File: config.mk
export PLATFORM = sky130hd
export DESIGN_NAME = instr_fetch_unit_flat
export DESIGN_NICKNAME = d
export VERILOG_FILES = /design/src/rtl/instr_fetch_unit_pkg.sv /design/src/rtl/instr_fetch_unit_if.sv /design/src/rtl/instr_fetch_unit_sync_fifo.sv /design/src/rtl/instr_fetch_unit.sv /design/src/flat_wrapper.sv
export SDC_FILE = /design/constraint.sdc
export NUM_CORES = 1
export LEC_CHECK = 0
export CELL_PAD_IN_SITES_DETAIL_PLACEMENT = 0
export CELL_PAD_IN_SITES_GLOBAL_PLACEMENT = 1
export CORE_ASPECT_RATIO = 0.5
export CORE_UTILIZATION = 50
export CTS_CLUSTER_DIAMETER = 80
export DETAILED_ROUTE_END_ITERATION = 8
export PLACE_DENSITY = 0.85
export SYNTH_ARGS = -nofsm -noshare
export SYNTH_HDL_FRONTEND = slang
export SYNTH_SLANG_ARGS = --single-unit
File: constraint.sdc
create_clock -name clk -period 5.09 [get_ports clk]
set_input_delay 1.018 -clock clk [delete_from_list [all_inputs] [get_ports clk]]
set_output_delay 1.018 -clock clk [all_outputs]
set_load 0.02 [all_outputs]
File: src/rtl/instr_fetch_unit_pkg.sv
// rtl/instr_fetch_unit_pkg.sv - shared fetch-path constants and the fetch-entry type
package instr_fetch_unit_pkg;

  localparam int CPU_ADDR_W  = 32;
  localparam int CPU_INSTR_W = 32;
  localparam int PC_STEP     = 4;
  localparam logic [CPU_ADDR_W-1:0] CPU_RESET_PC = '0;

  typedef struct packed {
    logic [CPU_ADDR_W-1:0]  pc;
    logic [CPU_INSTR_W-1:0] instr;
  } fetch_entry_t;

  function automatic logic [CPU_ADDR_W-1:0] align_pc(input logic [CPU_ADDR_W-1:0] a);
    return {a[CPU_ADDR_W-1:2], 2'b00};
  endfunction

endpackage

File: src/rtl/instr_fetch_unit_if.sv
// rtl/instr_fetch_unit_if.sv - control, instruction-memory and decode signals of the fetch unit
interface instr_fetch_unit_if #(
  parameter int ADDR_W = 32,
  parameter int DATA_W = 32
);
  logic              start;
  logic              redirect_valid;
  logic [ADDR_W-1:0] redirect_pc;
  logic              mem_req;
  logic [ADDR_W-1:0] mem_addr;
  logic              mem_gnt;
  logic              mem_rvalid;
  logic [DATA_W-1:0] mem_rdata;
  logic              instr_valid;
  logic [DATA_W-1:0] instr;
  logic [ADDR_W-1:0] instr_pc;
  logic              instr_ready;

  modport master (
    input  start, redirect_valid, redirect_pc, mem_gnt, mem_rvalid, mem_rdata, instr_ready,
    output mem_req, mem_addr, instr_valid, instr, instr_pc
  );

  modport slave (
    output start, redirect_valid, redirect_pc, mem_gnt, mem_rvalid, mem_rdata, instr_ready,
    input  mem_req, mem_addr, instr_valid, instr, instr_pc
  );
endinterface

File: src/rtl/instr_fetch_unit_sync_fifo.sv
// rtl/instr_fetch_unit_sync_fifo.sv - in-order prefetch queue with flush
module sync_fifo #(
  parameter  int WIDTH = 64,
  parameter  int DEPTH = 4,
  localparam int CW    = $clog2(DEPTH + 1),
  localparam int PW    = $clog2(DEPTH)
) (
  input  logic             clk,
  input  logic             rst,
  input  logic             push,
  input  logic             pop,
  input  logic             flush,
  input  logic [WIDTH-1:0] wdata,
  output logic [WIDTH-1:0] rdata,
  output logic [CW-1:0]    count,
  output logic             empty
);
  logic [WIDTH-1:0] mem [DEPTH];
  logic [PW-1:0]    wr_ptr;
  logic [PW-1:0]    rd_ptr;

  function automatic logic [PW-1:0] inc(input logic [PW-1:0] p);
    return (p == PW'(DEPTH - 1)) ? '0 : p + 1'b1;
  endfunction

  // Storage is left untouched by reset/flush; only the bookkeeping is cleared.
  always_ff @(posedge clk) begin
    if (rst || flush) begin
      wr_ptr <= '0;
      rd_ptr <= '0;
      count  <= '0;
    end else begin
      if (push) wr_ptr <= inc(wr_ptr);
      if (pop)  rd_ptr <= inc(rd_ptr);
      if (push && !pop)      count <= count + 1'b1;
      else if (!push && pop) count <= count - 1'b1;
    end
  end

  always_ff @(posedge clk) begin
    if (push && !flush) mem[wr_ptr] <= wdata;
  end

  assign rdata = mem[rd_ptr];
  assign empty = (count == '0);

endmodule

File: src/rtl/instr_fetch_unit.sv
// rtl/instr_fetch_unit.sv - sequential instruction prefetcher with credit-limited
// pipelined requests, prefetch queue and branch redirect
module instr_fetch_unit
  import instr_fetch_unit_pkg::*;
#(
  parameter int ADDR_W = CPU_ADDR_W,
  parameter int DATA_W = CPU_INSTR_W,
  parameter int DEPTH  = 4,
  parameter logic [ADDR_W-1:0] RESET_PC = ADDR_W'(CPU_RESET_PC)
) (
  input logic clk,
  input logic rst,
  instr_fetch_unit_if.master bus
);
  localparam int CW = $clog2(DEPTH + 1);
  localparam logic [CW:0]       DEPTH_C = (CW + 1)'(DEPTH);
  localparam logic [ADDR_W-1:0] STEP    = ADDR_W'(PC_STEP);

  logic                     run;
  logic [ADDR_W-1:0]        fetch_pc;
  logic [ADDR_W-1:0]        resp_pc;
  logic [CW-1:0]            outstanding;
  logic [CW-1:0]            drop_cnt;
  logic [CW-1:0]            q_count;
  logic                     q_empty;
  logic [ADDR_W+DATA_W-1:0] q_head;
  logic [CW:0]              credits_used;
  logic [ADDR_W-1:0]        target_pc;
  logic                     grant;
  logic                     push;
  logic                     pop;
  logic                     flush;

  assign target_pc    = {bus.redirect_pc[ADDR_W-1:2], 2'b00};
  assign credits_used = {1'b0, q_count} + {1'b0, outstanding};

  // Queued plus in-flight words never exceed DEPTH, so a returning word always has a slot.
  assign bus.mem_req  = run && !bus.redirect_valid && (credits_used < DEPTH_C);
  assign bus.mem_addr = fetch_pc;

  assign flush = bus.redirect_valid;
  assign grant = bus.mem_req && bus.mem_gnt;
  assign push  = bus.mem_rvalid && (drop_cnt == '0) && !flush;
  assign pop   = bus.instr_valid && bus.instr_ready && !flush;

  always_ff @(posedge clk) begin
    if (rst) begin
      run         <= 1'b0;
      fetch_pc    <= RESET_PC;
      resp_pc     <= RESET_PC;
      outstanding <= '0;
      drop_cnt    <= '0;
    end else begin
      if (bus.start) run <= 1'b1;
      outstanding <= outstanding + CW'(grant) - CW'(bus.mem_rvalid);
      if (flush) begin
        fetch_pc <= target_pc;
        resp_pc  <= target_pc;
        // Every response still in flight is stale, which already covers earlier drops.
        drop_cnt <= outstanding - CW'(bus.mem_rvalid);
      end else begin
        if (grant) fetch_pc <= fetch_pc + STEP;
        if (push)  resp_pc  <= resp_pc + STEP;
        if (bus.mem_rvalid && (drop_cnt != '0)) drop_cnt <= drop_cnt - 1'b1;
      end
    end
  end

  sync_fifo #(
    .WIDTH(ADDR_W + DATA_W),
    .DEPTH(DEPTH)
  ) u_queue (
    .clk  (clk),
    .rst  (rst),
    .push (push),
    .pop  (pop),
    .flush(flush),
    .wdata({resp_pc, bus.mem_rdata}),
    .rdata(q_head),
    .count(q_count),
    .empty(q_empty)
  );

  assign bus.instr_valid = !q_empty;
  assign bus.instr_pc    = q_empty ? '0 : q_head[ADDR_W+DATA_W-1:DATA_W];
  assign bus.instr       = q_empty ? '0 : q_head[DATA_W-1:0];

endmodule

File: src/flat_wrapper.sv
// flat-port wrapper written by rule: the top's interface ports become plain ports
module instr_fetch_unit_flat import instr_fetch_unit_pkg::*;
#(
  parameter int ADDR_W = CPU_ADDR_W,
  parameter int DATA_W = CPU_INSTR_W,
  parameter int DEPTH  = 4,
  parameter logic [ADDR_W-1:0] RESET_PC = ADDR_W'(CPU_RESET_PC)
)
  (clk, rst, bus_start, bus_redirect_valid, bus_redirect_pc, bus_mem_gnt, bus_mem_rvalid, bus_mem_rdata, bus_instr_ready, bus_mem_req, bus_mem_addr, bus_instr_valid, bus_instr, bus_instr_pc);
  instr_fetch_unit_if #(.ADDR_W(ADDR_W), .DATA_W(DATA_W)) bus_i ();
  input logic clk;
  input logic rst;
  input wire logic [$bits(bus_i.start)-1:0] bus_start;
  input wire logic [$bits(bus_i.redirect_valid)-1:0] bus_redirect_valid;
  input wire logic [$bits(bus_i.redirect_pc)-1:0] bus_redirect_pc;
  input wire logic [$bits(bus_i.mem_gnt)-1:0] bus_mem_gnt;
  input wire logic [$bits(bus_i.mem_rvalid)-1:0] bus_mem_rvalid;
  input wire logic [$bits(bus_i.mem_rdata)-1:0] bus_mem_rdata;
  input wire logic [$bits(bus_i.instr_ready)-1:0] bus_instr_ready;
  output wire logic [$bits(bus_i.mem_req)-1:0] bus_mem_req;
  output wire logic [$bits(bus_i.mem_addr)-1:0] bus_mem_addr;
  output wire logic [$bits(bus_i.instr_valid)-1:0] bus_instr_valid;
  output wire logic [$bits(bus_i.instr)-1:0] bus_instr;
  output wire logic [$bits(bus_i.instr_pc)-1:0] bus_instr_pc;
  assign bus_i.start = bus_start;
  assign bus_i.redirect_valid = bus_redirect_valid;
  assign bus_i.redirect_pc = bus_redirect_pc;
  assign bus_i.mem_gnt = bus_mem_gnt;
  assign bus_i.mem_rvalid = bus_mem_rvalid;
  assign bus_i.mem_rdata = bus_mem_rdata;
  assign bus_i.instr_ready = bus_instr_ready;
  assign bus_mem_req = bus_i.mem_req;
  assign bus_mem_addr = bus_i.mem_addr;
  assign bus_instr_valid = bus_i.instr_valid;
  assign bus_instr = bus_i.instr;
  assign bus_instr_pc = bus_i.instr_pc;
  instr_fetch_unit #(.ADDR_W(ADDR_W), .DATA_W(DATA_W), .DEPTH(DEPTH), .RESET_PC(RESET_PC)) u_core (.clk(clk), .rst(rst), .bus(bus_i));
endmodule
=== Word-level counts from Yosys, hierarchy flattened ===
Memory sizes are Yosys's and may differ from the RTL's. A register that Yosys moved wholly into a read port is not among the register bits.
Cells that the tools add are included.
Widths: inputs -> output; s select.

* Register bits: 78
* Bits in latches: 0
* Bits in writable memories: 256
* Bits in read-only memories: 0
* Output and inout bits: 98
* Logic and storage cells: 65
* Memories kept: 1

{| class="wikitable"
|+ Memory list
! memory !! words !! width !! read ports !! clocked after memory_dff !! write ports !! line !! text
|-
| u_core.u_queue.mem || 4 || 64 || 1 || 1 || 1 || instr_fetch_unit_sync_fifo.sv:18 || <nowiki>logic [WIDTH-1:0] mem [DEPTH];</nowiki>
|}

* Add/sub/neg operators: 11
* Multipliers: 0
* Div/mod/pow operators: 0
* Order comparisons: 1
* Equal/unequal tests: 2
* Shift-type cells: 0
* Muxes and demuxes: 16
* Bitwise gates (word level): 0
* Reduce and logical (&&, ||, !) cells: 24

{| class="wikitable"
|+ Operators with widths
! cell !! count
|-
| $mux 32 || 6
|-
| $add 32x3->32 const B || 2
|-
| $mux 3 || 4
|-
| $logic_and 1x1->1 || 11
|-
| $mux 2 || 4
|-
| $reduce_bool 2->1 || 4
|-
| $logic_not 3->1 || 2
|-
| $sub 3x1->3 || 2
|-
| $sub 3x1->3 const B || 2
|-
| $add 2x1->2 const B || 2
|-
| $add 3x3->4 || 1
|-
| $eq 2x2->1 const B || 2
|-
| $logic_not 1->1 || 4
|-
| $lt 4x3->1 const B || 1
|-
| $add 3x1->3 || 1
|-
| $add 3x1->3 const B || 1
|-
| $reduce_bool 3->1 || 1
|-
| $mux 1 || 2
|-
| $reduce_or 2->1 || 1
|-
| $logic_or 1x1->1 || 1
|}

=== Depth between registers and ports, before layout ===
* Word-level depth: 7
* Depth in mapped cells: 11
* Depth with buffers taken out: 10

=== By module ===
From an unflattened synthesis, not the netlist that was laid out.

* Cell total of the unflattened synthesis: 919
* Area, all modules: 14032.2 um2

{| class="wikitable"
|+ Modules (own cells, without submodules)
! module !! instances !! cells an instance !! area each (um2)
|-
| sync_fifo || 1 || 381 || 9759.4
|-
| instr_fetch_unit || 1 || 538 || 4272.8
|}

=== Worst setup path after synthesis ===
OpenSTA, ideal clock, no wires.

* Kind: input to register
* From: input port bus_redirect_valid
* To: memory u_core.u_queue.mem[2][0], enable pin
* Library setup time: 0.427 ns
* Arrival time: 3.051 ns
* Data required time: 4.663 ns
* Slack: 1.612 ns
* Cell stages on the path: 4
* Cells stage by stage: buf_2 -> inv_2 -> clkbuf_1 -> and3_1

* Longest elaborated chain between the ends: 5

{| class="wikitable"
|+ Ends and longest elaborated chain
! element !! line !! text
|-
| start: declaration || flat_wrapper.sv:14 || <nowiki>input wire logic [$bits(bus_i.redirect_valid)-1:0] bus_redirect_valid;</nowiki>
|-
| $logic_not 1->1 (*) || instr_fetch_unit_sync_fifo.sv:41, instr_fetch_unit.sv:43 ||
|-
| $logic_and 1x1->1 || instr_fetch_unit.sv:43 || <nowiki>assign push = bus.mem_rvalid && (drop_cnt == '0) && !flush;</nowiki>
|-
| $logic_and 1x1->1 (*) || instr_fetch_unit_sync_fifo.sv:41 || <nowiki>if (push && !flush) mem[wr_ptr] <= wdata;</nowiki>
|-
| $mux 1 (*) || instr_fetch_unit_sync_fifo.sv:41 ||
|-
| $mux 1 (implied by the code) (*) || instr_fetch_unit_sync_fifo.sv:41 ||
|-
| end: declaration || instr_fetch_unit_sync_fifo.sv:18 ||
|}

Every way passes the cells marked *; elsewhere a longest branch is shown, timed or not.

==> metrics <==
status=completed; first-pass GRT wire length=45810 um; CP Cell Sequence=buf_4 -> mux4_2 -> and2_1 -> clkdlybuf4s50_1; top-area cell type share of the netlist area=54.39%; Max-Cap Viols=0; final-report setup violation count=0; VDD IR max=0.0002826 V; TritonRoute pass-1 iters=5; Worst Hold Class=reg -> reg; crit path kind=reg -> out; routed length per instance=20.01 um; Top Ports=169; area grow syn2layout=20.98%; crit path max fanout=28; largest net degree at the start of global routing=63; Slew HR=25.79%; final hold slack=0.4820 ns; sequential fraction of the synthesis area=65.50%; Fin. Hold Viols=0; worst skew pair latency=0.53 ns; critical path's top delay family=buffers and inverters; Crit-path slowest cell=dfxtp_4; YS warnings=0; Pins Over Slew Limit=0; post-synthesis cell count=928; synth unique cells=57; clock root buffer=clkbuf_16; initial antenna violation count=0; clk buf depth=3; min cycle time layout=4.058 ns; Core ar.=26640 um2; vias in the first global route=8310; routed wire length=29200 um; synth cell count leaders=edfxtp_1, dfxtp_1, and2_1; quantity of hold-fixing buffers added after cts=0; Worst Clk Skew=0.007049 ns; worst reg2reg path depth=11; die area=28090 um2; placed standard-cell area=15680 um2; PortBufs=162; PD cells=345.9 nW/um2; Leakage Power=5.414 nW; CP bufs+invs=2; post-CTS setup buffer count=0; die height=119.0 um; GRT Total Usage=20.82%; fmax=246.4 MHz; gpl congestion=0.8260; worst endpoint data arrival time=3.04 ns; Routed Antenna Nets=0; post-synthesis cell area=13690 um2; Die Wd=236.0 um; Row Count=42; Worst-Margin Slew=1.109 ns; number of synthesized flops with an enable pin=248; Final Cycle Share=79.73%; DP HPWL=18610 um; # clock sinks=324; # diodes=0; Worst setup EP type=primary output; stages on the worst setup path=4; #FFs+latches synth=324; Residual DRC=0; Remaining Overflow, GRT=0; layout cells sized above 1=12.29%; crit path launch type=flop; Via density=5.650; dominant synthesized flop cell=edfxtp_1; # nets final=1174; Fin Setup TNS=0 ns; average cell area after synthesis=14.76 um2; RSZ-0062 raised after global routing=false; maximum level of the CTS H-tree=1; main area contributors after synthesis=edfxtp_1, dfxtp_1, mux4_2; Total Power=5.730 mW; CP peak stage delay=0.73 ns; initial core utilization=51.39%; Post-CTS Resized=0; count leader, synth=edfxtp_1; Crit path required time=4.07 ns; hold depth=2; clock-pin slew on the worst setup and hold paths=0.06 ns; design area=16570 um2; leading area contributor after synthesis=edfxtp_1; CTS Buf Count=28; DRT iter0 DRCs=608; via count=8243; CTS tree=built; asr flop ratio synth=0%
-- worst paths after layout --
kind | startpoint | slack [ns] | endpoint
setup / recovery | flop | 1.03 | bus_instr[15]
hold / removal | u_core.u_queue.rd_ptr[1]$_SDFFE_PP0P_ | 0.48 | flop
setup reg to reg | u_core.outstanding[2]$_SDFF_PP0_ | 2.22 | u_core.outstanding[2]$_SDFF_PP0_
hold reg to reg | u_core.u_queue.rd_ptr[1]$_SDFFE_PP0P_ | 0.48 | flop
-- per-layer routing --
metal,wire length [um],track usage (%),vias to the layer above
li1,-,-,3872
met1,13620,30.19,4120
met2,13820,33.96,213
met3,1293,3.037,38
met4,460,3.758,0
met5,0,0,-
-- kinds of logic (layout without fill, tap and decap cells) --
kind of cell / Yosys count / in the layout / synth area share, %
XOR/XNOR: 38 / 38 / 2.431
other: 1 / 4 / 0.02739
AO/OA/AOI/OAI: 124 / 124 / 5.821
multiplexers: 67 / 67 / 10.56
AND/OR/NAND/NOR: 279 / 279 / 11.61
adder cells (fa/ha/maj): 18 / 18 / 1.754
flip-flops: 324 / 324 / 65.50
buffers and inverters: 77 / 253 / 2.293
-- cells in the final DEF (no fill, tap or decap), types with 9 or more instances in the layout --
cell,synthesis,layout
clkdlybuf4s50_1,0,161
edfxtp_1,248,248
a21oi_1,33,33
mux4_2,62,62
dfxtp_1,76,74
nand2_1,49,49
inv_1,23,23
a31oi_1,18,18
clkbuf_1,36,11
a21boi_0,14,14
nor3_1,12,12
ha_1,16,16
xor2_1,23,23
xnor2_1,15,15
nand3_1,29,29
nor2_1,42,42
o211ai_1,9,9
and2_1,66,66
nand4_1,23,23
clkbuf_16,0,29
a211oi_1,11,11
buf_4,4,12
o21ai_0,17,17
-- layout make-up --
type                    instances  area, um2
repair buffers                176       1747
clock buffers                  43      790.8
fillers                      1982      10080
well taps                     352      440.4
clock inverters                 9      92.59
multi-input cells             530       4428
flip-flops and latches        324       8974
inverters                      25      93.84
-- registers in the layout, summed over array words and instances (netlist names), named ones only --
name / count
u_core.bus.mem_addr: 30
u_core.drop_cnt: 3
u_core.outstanding: 3
u_core.resp_pc: 30
u_core.run: 1
u_core.u_queue.count: 3
u_core.u_queue.mem: 248
u_core.u_queue.rd_ptr: 2
u_core.u_queue.wr_ptr: 2
-- stage by stage --
step	setup WS (ns)	cells	utilization, %
finish	1.032	1459	62.18
floorplan	1.612	931	-
global route	0.8232	1459	62.18
detailed placement	1.373	1407	58.86
global placement	1.435	1407	58.86
CTS	0.8983	1459	62.18
-- power by group --
group / total [mW] / switching [mW] / internal [mW]
Sequential: 3.03 / 0.0908 / 2.94
Clock: 2.07 / 0.901 / 1.17
Combinational: 0.629 / 0.327 / 0.303
-- worst reg2reg max path: cells and delay by family (launching register included) --
| family | cells | cell delay (ns) |
|---|---|---|
| adder cells (fa/ha/maj) | 3 | 0.89 |
| buffers and inverters | 3 | 0.63 |
| AND/OR/NAND/NOR | 3 | 0.51 |
| flip-flops | 1 | 0.40 |
| XOR/XNOR | 2 | 0.32 |
No activity file was read; power rests on OpenSTA's default activity.
